[src/rtl/mem_bus_arbiter_if.sv]
// Bundle of requester, response and memory-port signals around the burst arbiter.
// master: instruction/data engines plus the memory side; slave: the arbiter itself.
interface mem_bus_arbiter_if;
    logic        i_req;
    logic [31:0] i_addr;
    logic [31:0] i_rdata;
    logic        i_rvalid;
    logic        i_done;

    logic        d_req;
    logic        d_we;
    logic [31:0] d_addr;
    logic [31:0] d_wdata;
    logic        d_wnext;
    logic [31:0] d_rdata;
    logic        d_rvalid;
    logic        d_done;

    logic        mem_r;
    logic        mem_w;
    logic [31:0] mem_addr;
    logic [31:0] mem_wdata;
    logic [31:0] mem_rdata;
    logic        mem_ready;
    logic        bus_err;

    modport master (
        output i_req, i_addr, d_req, d_we, d_addr, d_wdata, mem_rdata, mem_ready,
        input  i_rdata, i_rvalid, i_done, d_wnext, d_rdata, d_rvalid, d_done,
               mem_r, mem_w, mem_addr, mem_wdata, bus_err
    );

    modport slave (
        input  i_req, i_addr, d_req, d_we, d_addr, d_wdata, mem_rdata, mem_ready,
        output i_rdata, i_rvalid, i_done, d_wnext, d_rdata, d_rvalid, d_done,
               mem_r, mem_w, mem_addr, mem_wdata, bus_err
    );
endinterface

[src/rtl/mem_bus_arbiter.sv]
// Shares one burst memory port between the I-side refill and D-side refill/writeback
// engines: alternating grant under contention, fixed-length bursts, timeout abort.
module mem_bus_arbiter #(
    parameter int unsigned BURST_LOG2 = 2,
    parameter int unsigned TIMEOUT    = 255
) (
    input  logic              clk,
    input  logic              rst,
    mem_bus_arbiter_if.slave  bus
);
    localparam int unsigned BW  = BURST_LOG2;
    localparam int unsigned OFS = BURST_LOG2 + 2;
    localparam int unsigned AW  = 32 - OFS;
    localparam int unsigned TW  = $clog2(TIMEOUT + 1);

    localparam logic [BW-1:0] LAST_BEAT  = {BW{1'b1}};
    localparam logic [TW-1:0] TIMER_LAST = TW'(TIMEOUT - 1);

    typedef enum logic [1:0] {
        IDLE   = 2'd0,
        BUSY_I = 2'd1,
        BUSY_D = 2'd2,
        DONE   = 2'd3
    } state_t;

    state_t        state;
    logic [BW-1:0] beat;
    logic [TW-1:0] timer;
    logic [AW-1:0] base_blk;
    logic          we_q;
    logic          last_grant_d;
    logic          mem_r_q;
    logic          mem_w_q;
    logic          i_done_q;
    logic          d_done_q;
    logic          bus_err_q;

    // Grant decision: D wins a tie unless it won the previous grant.
    logic          grant_d_c;
    logic          grant_we_c;
    logic [AW-1:0] grant_blk_c;
    logic          unused_addr_bits;

    assign grant_d_c   = bus.d_req && (!bus.i_req || !last_grant_d);
    assign grant_we_c  = grant_d_c && bus.d_we;
    assign grant_blk_c = grant_d_c ? bus.d_addr[31:OFS] : bus.i_addr[31:OFS];
    assign unused_addr_bits = ^{bus.i_addr[OFS-1:0], bus.d_addr[OFS-1:0]};

    always_ff @(posedge clk) begin
        if (rst) begin
            state        <= IDLE;
            beat         <= '0;
            timer        <= '0;
            base_blk     <= '0;
            we_q         <= 1'b0;
            last_grant_d <= 1'b0;
            mem_r_q      <= 1'b0;
            mem_w_q      <= 1'b0;
            i_done_q     <= 1'b0;
            d_done_q     <= 1'b0;
            bus_err_q    <= 1'b0;
        end else begin
            i_done_q  <= 1'b0;
            d_done_q  <= 1'b0;
            bus_err_q <= 1'b0;
            unique case (state)
                IDLE: begin
                    if (bus.i_req || bus.d_req) begin
                        state        <= grant_d_c ? BUSY_D : BUSY_I;
                        base_blk     <= grant_blk_c;
                        we_q         <= grant_we_c;
                        last_grant_d <= grant_d_c;
                        beat         <= '0;
                        timer        <= '0;
                        mem_r_q      <= !grant_we_c;
                        mem_w_q      <= grant_we_c;
                    end
                end
                BUSY_I, BUSY_D: begin
                    if (bus.mem_ready) begin
                        beat  <= beat + BW'(1);
                        timer <= '0;
                        if (beat == LAST_BEAT) begin
                            state    <= DONE;
                            mem_r_q  <= 1'b0;
                            mem_w_q  <= 1'b0;
                            i_done_q <= (state == BUSY_I);
                            d_done_q <= (state == BUSY_D);
                        end
                    end else if (timer == TIMER_LAST) begin
                        // Memory stopped answering: abandon the burst and flag it.
                        state     <= DONE;
                        timer     <= '0;
                        mem_r_q   <= 1'b0;
                        mem_w_q   <= 1'b0;
                        i_done_q  <= (state == BUSY_I);
                        d_done_q  <= (state == BUSY_D);
                        bus_err_q <= 1'b1;
                    end else begin
                        timer <= timer + TW'(1);
                    end
                end
                DONE: begin
                    state <= IDLE;
                end
                default: begin
                    state <= IDLE;
                end
            endcase
        end
    end

    // Beat steering: read data goes only to the owner, in the cycle memory delivers it.
    logic busy_c;
    logic i_beat_c;
    logic d_beat_c;

    assign busy_c   = (state == BUSY_I) || (state == BUSY_D);
    assign i_beat_c = (state == BUSY_I) && bus.mem_ready;
    assign d_beat_c = (state == BUSY_D) && bus.mem_ready;

    assign bus.i_rvalid = i_beat_c;
    assign bus.i_rdata  = i_beat_c ? bus.mem_rdata : '0;
    assign bus.d_rvalid = d_beat_c && !we_q;
    assign bus.d_rdata  = (d_beat_c && !we_q) ? bus.mem_rdata : '0;
    assign bus.d_wnext  = d_beat_c && we_q;

    assign bus.mem_r     = mem_r_q;
    assign bus.mem_w     = mem_w_q;
    assign bus.mem_addr  = busy_c ? {base_blk, beat, 2'b00} : '0;
    assign bus.mem_wdata = ((state == BUSY_D) && we_q) ? bus.d_wdata : '0;

    assign bus.i_done  = i_done_q;
    assign bus.d_done  = d_done_q;
    assign bus.bus_err = bus_err_q;
endmodule

[src/flat_wrapper.sv]
// flat-port wrapper written by rule: the top's interface ports become plain ports
module mem_bus_arbiter_flat 
#(
    parameter int unsigned BURST_LOG2 = 2,
    parameter int unsigned TIMEOUT    = 255
)
  (clk, rst, bus_i_req, bus_i_addr, bus_d_req, bus_d_we, bus_d_addr, bus_d_wdata, bus_mem_rdata, bus_mem_ready, bus_i_rdata, bus_i_rvalid, bus_i_done, bus_d_wnext, bus_d_rdata, bus_d_rvalid, bus_d_done, bus_mem_r, bus_mem_w, bus_mem_addr, bus_mem_wdata, bus_bus_err);
  mem_bus_arbiter_if bus_i ();
  input  logic clk;
  input  logic rst;
  input wire logic [$bits(bus_i.i_req)-1:0] bus_i_req;
  input wire logic [$bits(bus_i.i_addr)-1:0] bus_i_addr;
  input wire logic [$bits(bus_i.d_req)-1:0] bus_d_req;
  input wire logic [$bits(bus_i.d_we)-1:0] bus_d_we;
  input wire logic [$bits(bus_i.d_addr)-1:0] bus_d_addr;
  input wire logic [$bits(bus_i.d_wdata)-1:0] bus_d_wdata;
  input wire logic [$bits(bus_i.mem_rdata)-1:0] bus_mem_rdata;
  input wire logic [$bits(bus_i.mem_ready)-1:0] bus_mem_ready;
  output wire logic [$bits(bus_i.i_rdata)-1:0] bus_i_rdata;
  output wire logic [$bits(bus_i.i_rvalid)-1:0] bus_i_rvalid;
  output wire logic [$bits(bus_i.i_done)-1:0] bus_i_done;
  output wire logic [$bits(bus_i.d_wnext)-1:0] bus_d_wnext;
  output wire logic [$bits(bus_i.d_rdata)-1:0] bus_d_rdata;
  output wire logic [$bits(bus_i.d_rvalid)-1:0] bus_d_rvalid;
  output wire logic [$bits(bus_i.d_done)-1:0] bus_d_done;
  output wire logic [$bits(bus_i.mem_r)-1:0] bus_mem_r;
  output wire logic [$bits(bus_i.mem_w)-1:0] bus_mem_w;
  output wire logic [$bits(bus_i.mem_addr)-1:0] bus_mem_addr;
  output wire logic [$bits(bus_i.mem_wdata)-1:0] bus_mem_wdata;
  output wire logic [$bits(bus_i.bus_err)-1:0] bus_bus_err;
  assign bus_i.i_req = bus_i_req;
  assign bus_i.i_addr = bus_i_addr;
  assign bus_i.d_req = bus_d_req;
  assign bus_i.d_we = bus_d_we;
  assign bus_i.d_addr = bus_d_addr;
  assign bus_i.d_wdata = bus_d_wdata;
  assign bus_i.mem_rdata = bus_mem_rdata;
  assign bus_i.mem_ready = bus_mem_ready;
  assign bus_i_rdata = bus_i.i_rdata;
  assign bus_i_rvalid = bus_i.i_rvalid;
  assign bus_i_done = bus_i.i_done;
  assign bus_d_wnext = bus_i.d_wnext;
  assign bus_d_rdata = bus_i.d_rdata;
  assign bus_d_rvalid = bus_i.d_rvalid;
  assign bus_d_done = bus_i.d_done;
  assign bus_mem_r = bus_i.mem_r;
  assign bus_mem_w = bus_i.mem_w;
  assign bus_mem_addr = bus_i.mem_addr;
  assign bus_mem_wdata = bus_i.mem_wdata;
  assign bus_bus_err = bus_i.bus_err;
  mem_bus_arbiter #(.BURST_LOG2(BURST_LOG2), .TIMEOUT(TIMEOUT)) u_core (.clk(clk), .rst(rst), .bus(bus_i));
endmodule
[config.mk]
export PLATFORM = sky130hd
export DESIGN_NAME = mem_bus_arbiter_flat
export DESIGN_NICKNAME = d
export VERILOG_FILES = /design/src/rtl/mem_bus_arbiter_if.sv /design/src/rtl/mem_bus_arbiter.sv /design/src/flat_wrapper.sv
export SDC_FILE = /design/constraint.sdc
export NUM_CORES = 1
export LEC_CHECK = 0
export CAP_MARGIN = 20
export CELL_PAD_IN_SITES_DETAIL_PLACEMENT = 1
export CELL_PAD_IN_SITES_GLOBAL_PLACEMENT = 2
export CORE_MARGIN = 3
export CORE_UTILIZATION = 14
export CTS_BUF_LIST = sky130_fd_sc_hd__clkbuf_2 sky130_fd_sc_hd__clkbuf_4 sky130_fd_sc_hd__clkbuf_8
export CTS_CLUSTER_DIAMETER = 80
export DETAILED_ROUTE_END_ITERATION = 10
export GPL_TIMING_DRIVEN = 0
export HOLD_SLACK_MARGIN = 0.15
export PLACE_DENSITY = 0.79
export SLEW_MARGIN = 5
export SYNTH_ARGS = -nofsm -noshare
export SYNTH_HDL_FRONTEND = slang
export SYNTH_SLANG_ARGS = --single-unit
[constraint.sdc]
create_clock -name clk -period 1.9 [get_ports clk]
set_clock_uncertainty 0.15 [all_clocks]
set_input_delay 0.475 -clock clk [delete_from_list [all_inputs] [get_ports clk]]
set_output_delay 0.475 -clock clk [all_outputs]
set_load 0.03 [all_outputs]
### After elaboration in Yosys (flattened, before gate mapping)

Index checks and enable logic that the tools add are counted.

| storage, ports and cells | value |
|---|---|
| flip-flop bits (word level) | 47 |
| output and inout bits | 136 |

| operators by class | value |
|---|---|
| $add $sub $neg | 2 |
| equality and inequality tests | 9 |
| multiplexer cells | 32 |
| bitwise gates (word level) | 1 |
| reduce and logical (&&, ||, !) cells | 24 |

Operator list:

| operator | number |
|---|---|
| $mux 32 | 4 |
| $mux 28 | 1 |
| $mux 8 | 3 |
| $pmux 8 s2 | 1 |
| $mux 2 | 7 |
| $mux 1 | 12 |
| $add 8x1->8 const B | 1 |
| $eq 8x8->1 const B | 1 |
| $logic_and 1x1->1 | 7 |
| $eq 2x2->1 const B | 3 |
| $ne 3x2->1 const B | 2 |
| $pmux 2 s3 | 1 |
| $reduce_and 3->1 | 2 |
| $logic_not 1->1 | 4 |
| $pmux 1 s2 | 2 |
| $pmux 2 s2 | 1 |
| $reduce_and 2->1 | 2 |
| $reduce_and 4->1 | 1 |
| $reduce_or 2->1 | 2 |
| $logic_or 1x1->1 | 3 |
| $reduce_or 3->1 | 1 |
| $add 2x1->2 const B | 1 |
| $eq 2x1->1 const B | 1 |
| $logic_not 2->1 | 1 |
| 4 further kinds | 4 |

### Longest topological paths before layout

| depth | value |
|---|---|
| depth in word-level cells | 7 |
| depth in mapped cells | 8 |
| depth with buffers taken out | 6 |

### Least setup slack after synthesis

Ideal clock, no wire load.

| timing | value |
|---|---|
| path kind | flip-flop to output port |
| start point | register u_core.state[0] |
| end point | output port bus_d_rdata[22] |
| arrival | 1,680 ps |
| data required time | 1,275 ps |
| setup slack | -405 ps |
| cell stages (with the launch flop) | 7 |
| cell sequence | dfxtp_1 > inv_1 > ha_1 > nand2_1 > nor2_1 > clkbuf_1 > and2_1 |

| between the ends | value |
|---|---|
| cells in the longest elaborated chain, start to end | 4 |

RTL lines:

| what | RTL line | text |
|---|---|---|
| start, declared | mem_bus_arbiter.sv:26 | `state_t state;` |
| start signal, assigned | mem_bus_arbiter.sv:69 | `state <= grant_d_c ? BUSY_D : BUSY_I;` |
| $eq 2x2->1 | mem_bus_arbiter.sv:120 | `assign d_beat_c = (state == BUSY_D) && bus.mem_ready;` |
| $logic_and 1x1->1 | mem_bus_arbiter.sv:120 |  |
| $logic_and 1x1->1 | n/a |  |
| net bus_d_rvalid | flat_wrapper.sv:24 | `output wire logic [$bits(bus_i.d_rvalid)-1:0] bus_d_rvalid;` |
| $mux 32 | mem_bus_arbiter.sv:125 | `assign bus.d_rdata = (d_beat_c && !we_q) ? bus.mem_rdata : '0;` |
| end, declared | flat_wrapper.sv:23 | `output wire logic [$bits(bus_i.d_rdata)-1:0] bus_d_rdata;` |

The timed path passes the listed nets, and every way through them passes these cells.

### Worst setup path in the final report

| timing | value |
|---|---|
| start point | register u_core.state[0] |
| end point | output port bus_d_rdata[5] |

| between the ends | value |
|---|---|
| cells in the longest elaborated chain, start to end | 4 |

RTL lines:

| what | RTL line |
|---|---|
| $eq 2x2->1 | mem_bus_arbiter.sv:120 |
| $logic_and 1x1->1 | mem_bus_arbiter.sv:120 |
| $logic_and 1x1->1 | mem_bus_arbiter.sv:125 |
| $mux 32 | mem_bus_arbiter.sv:125 |

No other way between the ends.

==> impl_metrics.json <==
{
  "outcome": "finished, violations left",
  "violations": "setup timing",
  "critPathKind": "flop to output port",
  "worstPathMaxFanout": 9,
  "clock-sinks": 47,
  "start_util_pct": 14.5,
  "htreeDepth": 2,
  "seq_power_share_pct": 18.9,
  "r2r_end": "u_core.bus.mem_w$_SDFFE_PP0P_",
  "rsz0062_at_grt": "yes",
  "area_growth_syn_to_layout_pct": 143,
  "wl_um": 17200,
  "p_clk_share_pct": 8.9,
  "via_count": 3969,
  "power.density_mw_per_mm2": 1000,
  "preCtsSetupSlack_ps": -1570,
  "worstSkewPairLatency_ps": 300,
  "cts.clk_slew.worst_paths_ps": 90,
  "grt_max_degree": 15,
  "drt-wirelength-per-cell_um": 17.8,
  "startpoint_type": "flop",
  "synth_area_leaders": "dfxtp_1 30%, and3_1 13%, and2_1 13%, mux2i_1 9.4%, a211oi_1 7.0%",
  "route.detailed.drc": 0,
  "num-fill-cells": 2409,
  "synth_common_cells": "65 x and3_1, 63 x and2_1, 47 x dfxtp_1",
  "reg2reg_slack_ps": 90,
  "peakVddDrop_uv": 483,
  "final_antenna_net_count": 0,
  "firstDrtPassIters": 4,
  "drive_gt1_share_pct": 51.7,
  "synth_area_mm2": 0.00310,
  "intPower_uw": 4440,
  "pin_count": 270,
  "p_comb_share_pct": 72.2,
  "reg2reg_depth": 6,
  "switchingPower_uw": 3110,
  "syn_inst": 381,
  "fp.dieH_um": 155,
  "slew_violations": 0,
  "fin_total_pwr_uw": 7540,
  "synth-seq-cells": 47,
  "hold_path_class": "flop to flop",
  "synth_ff_type": "dfxtp_1",
  "fmax_ghz": 0.444,
  "hpwlAfterDp_um": 12900,
  "dieArea_mm2": 0.0239,
  "grt_pass1_vias": 4075,
  "required_ps": 1270,
  "worstHoldEndpoint": "u_core.bus.mem_r$_SDFFE_PP0P_",
  "p_sw_share_pct": 41.2,
  "cts_max_path_buffers": 2,
  "setup_viol": 129,
  "vias_per_cell": 4.13,
  "syn-mean-instance-area_um2": 8.13,
  "min_period_ps": 2250,
  "yosysSeqAreaShare_pct": 30.4,
  "hold_buffers": 0,
  "p_leak_uw": 0.00324,
  "worst_pin_slew_ps": 538,
  "synth_warnings": 0,
  "cts_tree": "done",
  "layout_setup_ws_ps": -354,
  "synth_cell_types": 40,
  "diodes": 0,
  "async_flop_share_pct": 0,
  "worst_r2r_startpoint": "u_core.state[1]$_SDFFE_PP0P_",
  "yosysTopAreaCell": "dfxtp_1",
  "cts_buffers": 5,
  "antenna_found_initial": 0,
  "cp.arrival_ps": 1630,
  "io_buffers": 259,
  "finalNetCount": 827,
  "hold_depth": 2,
  "finalCritPeriodShare_pct": 119,
  "endpoint_kind": "output port",
  "grt_pass1_wl_um": 25000,
  "drt_iter0_markers": 82,
  "netlist.area_leader.share_pct": 30.4,
  "slew_headroom_pct": 64.2,
  "hold_viol_final": 0,
  "row_count": 53,
  "grt-ovfl-total": 0,
  "synth_edf_count": 0,
  "core_area_mm2": 0.0214,
  "place_congestion": 0.756,
  "hp-start": "u_core.bus.mem_r$_SDFFE_PP0P_",
  "maxCapViolations": 0,
  "die_w_um": 155,
  "ctsRootBufferMaster": "clkbuf_8",
  "track_usage_pct": 13.5,
  "synth.most_common_cell": "and3_1"
}
-- area by class of cell --
cell class,instances,area [um^2],share of cell area (%)
Multi-Input combinational cell,294,2530,33.7
Tap cell,275,344,4.57
Timing Repair Buffer,300,3200,42.6
Clock inverter,1,8.76,0.116
Inverter,4,20.0,0.266
Buffer,34,374,4.97
Clock buffer,7,90.1,1.20
Sequential cell,47,952,12.7
-- registers in the layout, summed over array words and instances (netlist names) --
| signal | flops |
|---|---|
| u_core.timer | 8 |
| u_core.state | 2 |
| u_core.beat | 2 |
| u_core.bus.d_done | 1 |
| u_core.bus.i_done | 1 |
| u_core.bus.bus_err | 1 |
| u_core.bus.mem_r | 1 |
| u_core.we_q | 1 |
| u_core.last_grant_d | 1 |
| u_core.base_blk | 28 |
| u_core.bus.mem_w | 1 |
-- worst max path at each step --
stage | startpoint | to | slack (ps) | cells after the start
floorplan | u_core.state[0]$_SDFFE_PP0P_ | bus_mem_addr[16] | -20 | 5
global placement | bus_mem_ready | bus_i_rdata[9] | -1570 | 5
detailed placement | bus_mem_ready | bus_i_rdata[9] | -1570 | 5
CTS | u_core.state[0]$_SDFFE_PP0P_ | bus_d_rdata[5] | -400 | 8
global route | u_core.state[0]$_SDFFE_PP0P_ | bus_d_rdata[29] | -430 | 8
finish | u_core.state[0]$_SDFFE_PP0P_ | bus_d_rdata[5] | -350 | 8
-- cell families after synthesis --
group	count (synthesis)	share of synthesized area, %
flip-flops	47	30.4
XOR/XNOR	7	1.98
AND/OR/NAND/NOR	199	37.4
buffers and inverters	41	6.18
AO/OA/AOI/OAI	50	11.8
other	1	0.121
adder cells (fa/ha/maj)	7	2.83
multiplexers	29	9.37
-- critical path: stages, from the launching register on --
cell and delay, ps:
dfxtp_4 370, inv_4 70, ha_4 180, nand2_4 60, nor2_4 90, buf_12 150
clkbuf_16 140, and2_4 150, buf_6 120
-- through the flow --
step	area [um^2]	cells	hold WS, ps	TNS, ps	utilization, %
floorplan	3210	382	312	-506	-
global placement	6140	916	323	-156650	28.8
detailed placement	6140	916	324	-158290	28.8
CTS	7280	958	342	-39430	34.1
global route	7530	962	380	-46660	35.2
finish	7530	962	342	-37410	35.2
-- cells in the final DEF (no fill, tap or decap), drive strengths merged, types with 3 or more instances in the layout --
cell type	count
a211oi	29
a21oi	8
and2	63
and3	65
buf	181
clkbuf	31
clkdlybuf4s50	122
dfxtp	47
dlygate4sd2	5
ha	7
inv	4
mux2i	29
nand2	5
nand2b	3
nand4	3
nor2	42
nor3	5
o21ai	6
xnor2	7
-- metal layers --
| metal | track usage, % | share of wire (%) | vias up |
|---|---|---|---|
| met3 | 3.92 | 8.2 | 7 |
| met2 | 24.6 | 50 | 176 |
| met4 | 2.23 | 0.75 | 0 |
| met5 | 0 | 0 | - |
| li1 | - | - | 1936 |
| met1 | 15.8 | 41 | 1850 |
-- power by group through the flow --
stage / clock network, uW / logic, uW / registers (uW)
after floorplan: 0 / 2190 / 1400
after global placement: 0 / 3690 / 1400
after detailed placement: 0 / 3710 / 1420
after CTS: 704 / 5240 / 1430
after global routing: 760 / 5840 / 1470
final: 672 / 5440 / 1430
-- what timing repair did --
item                       4_1_cts  5_1_grt
setup endpoints to repair      168      157
gates resized for setup       1075       66
gates cloned                    11        1
pin swaps                       48        8
buffers inserted                23       10
No activity file was read; power rests on OpenSTA's default activity.
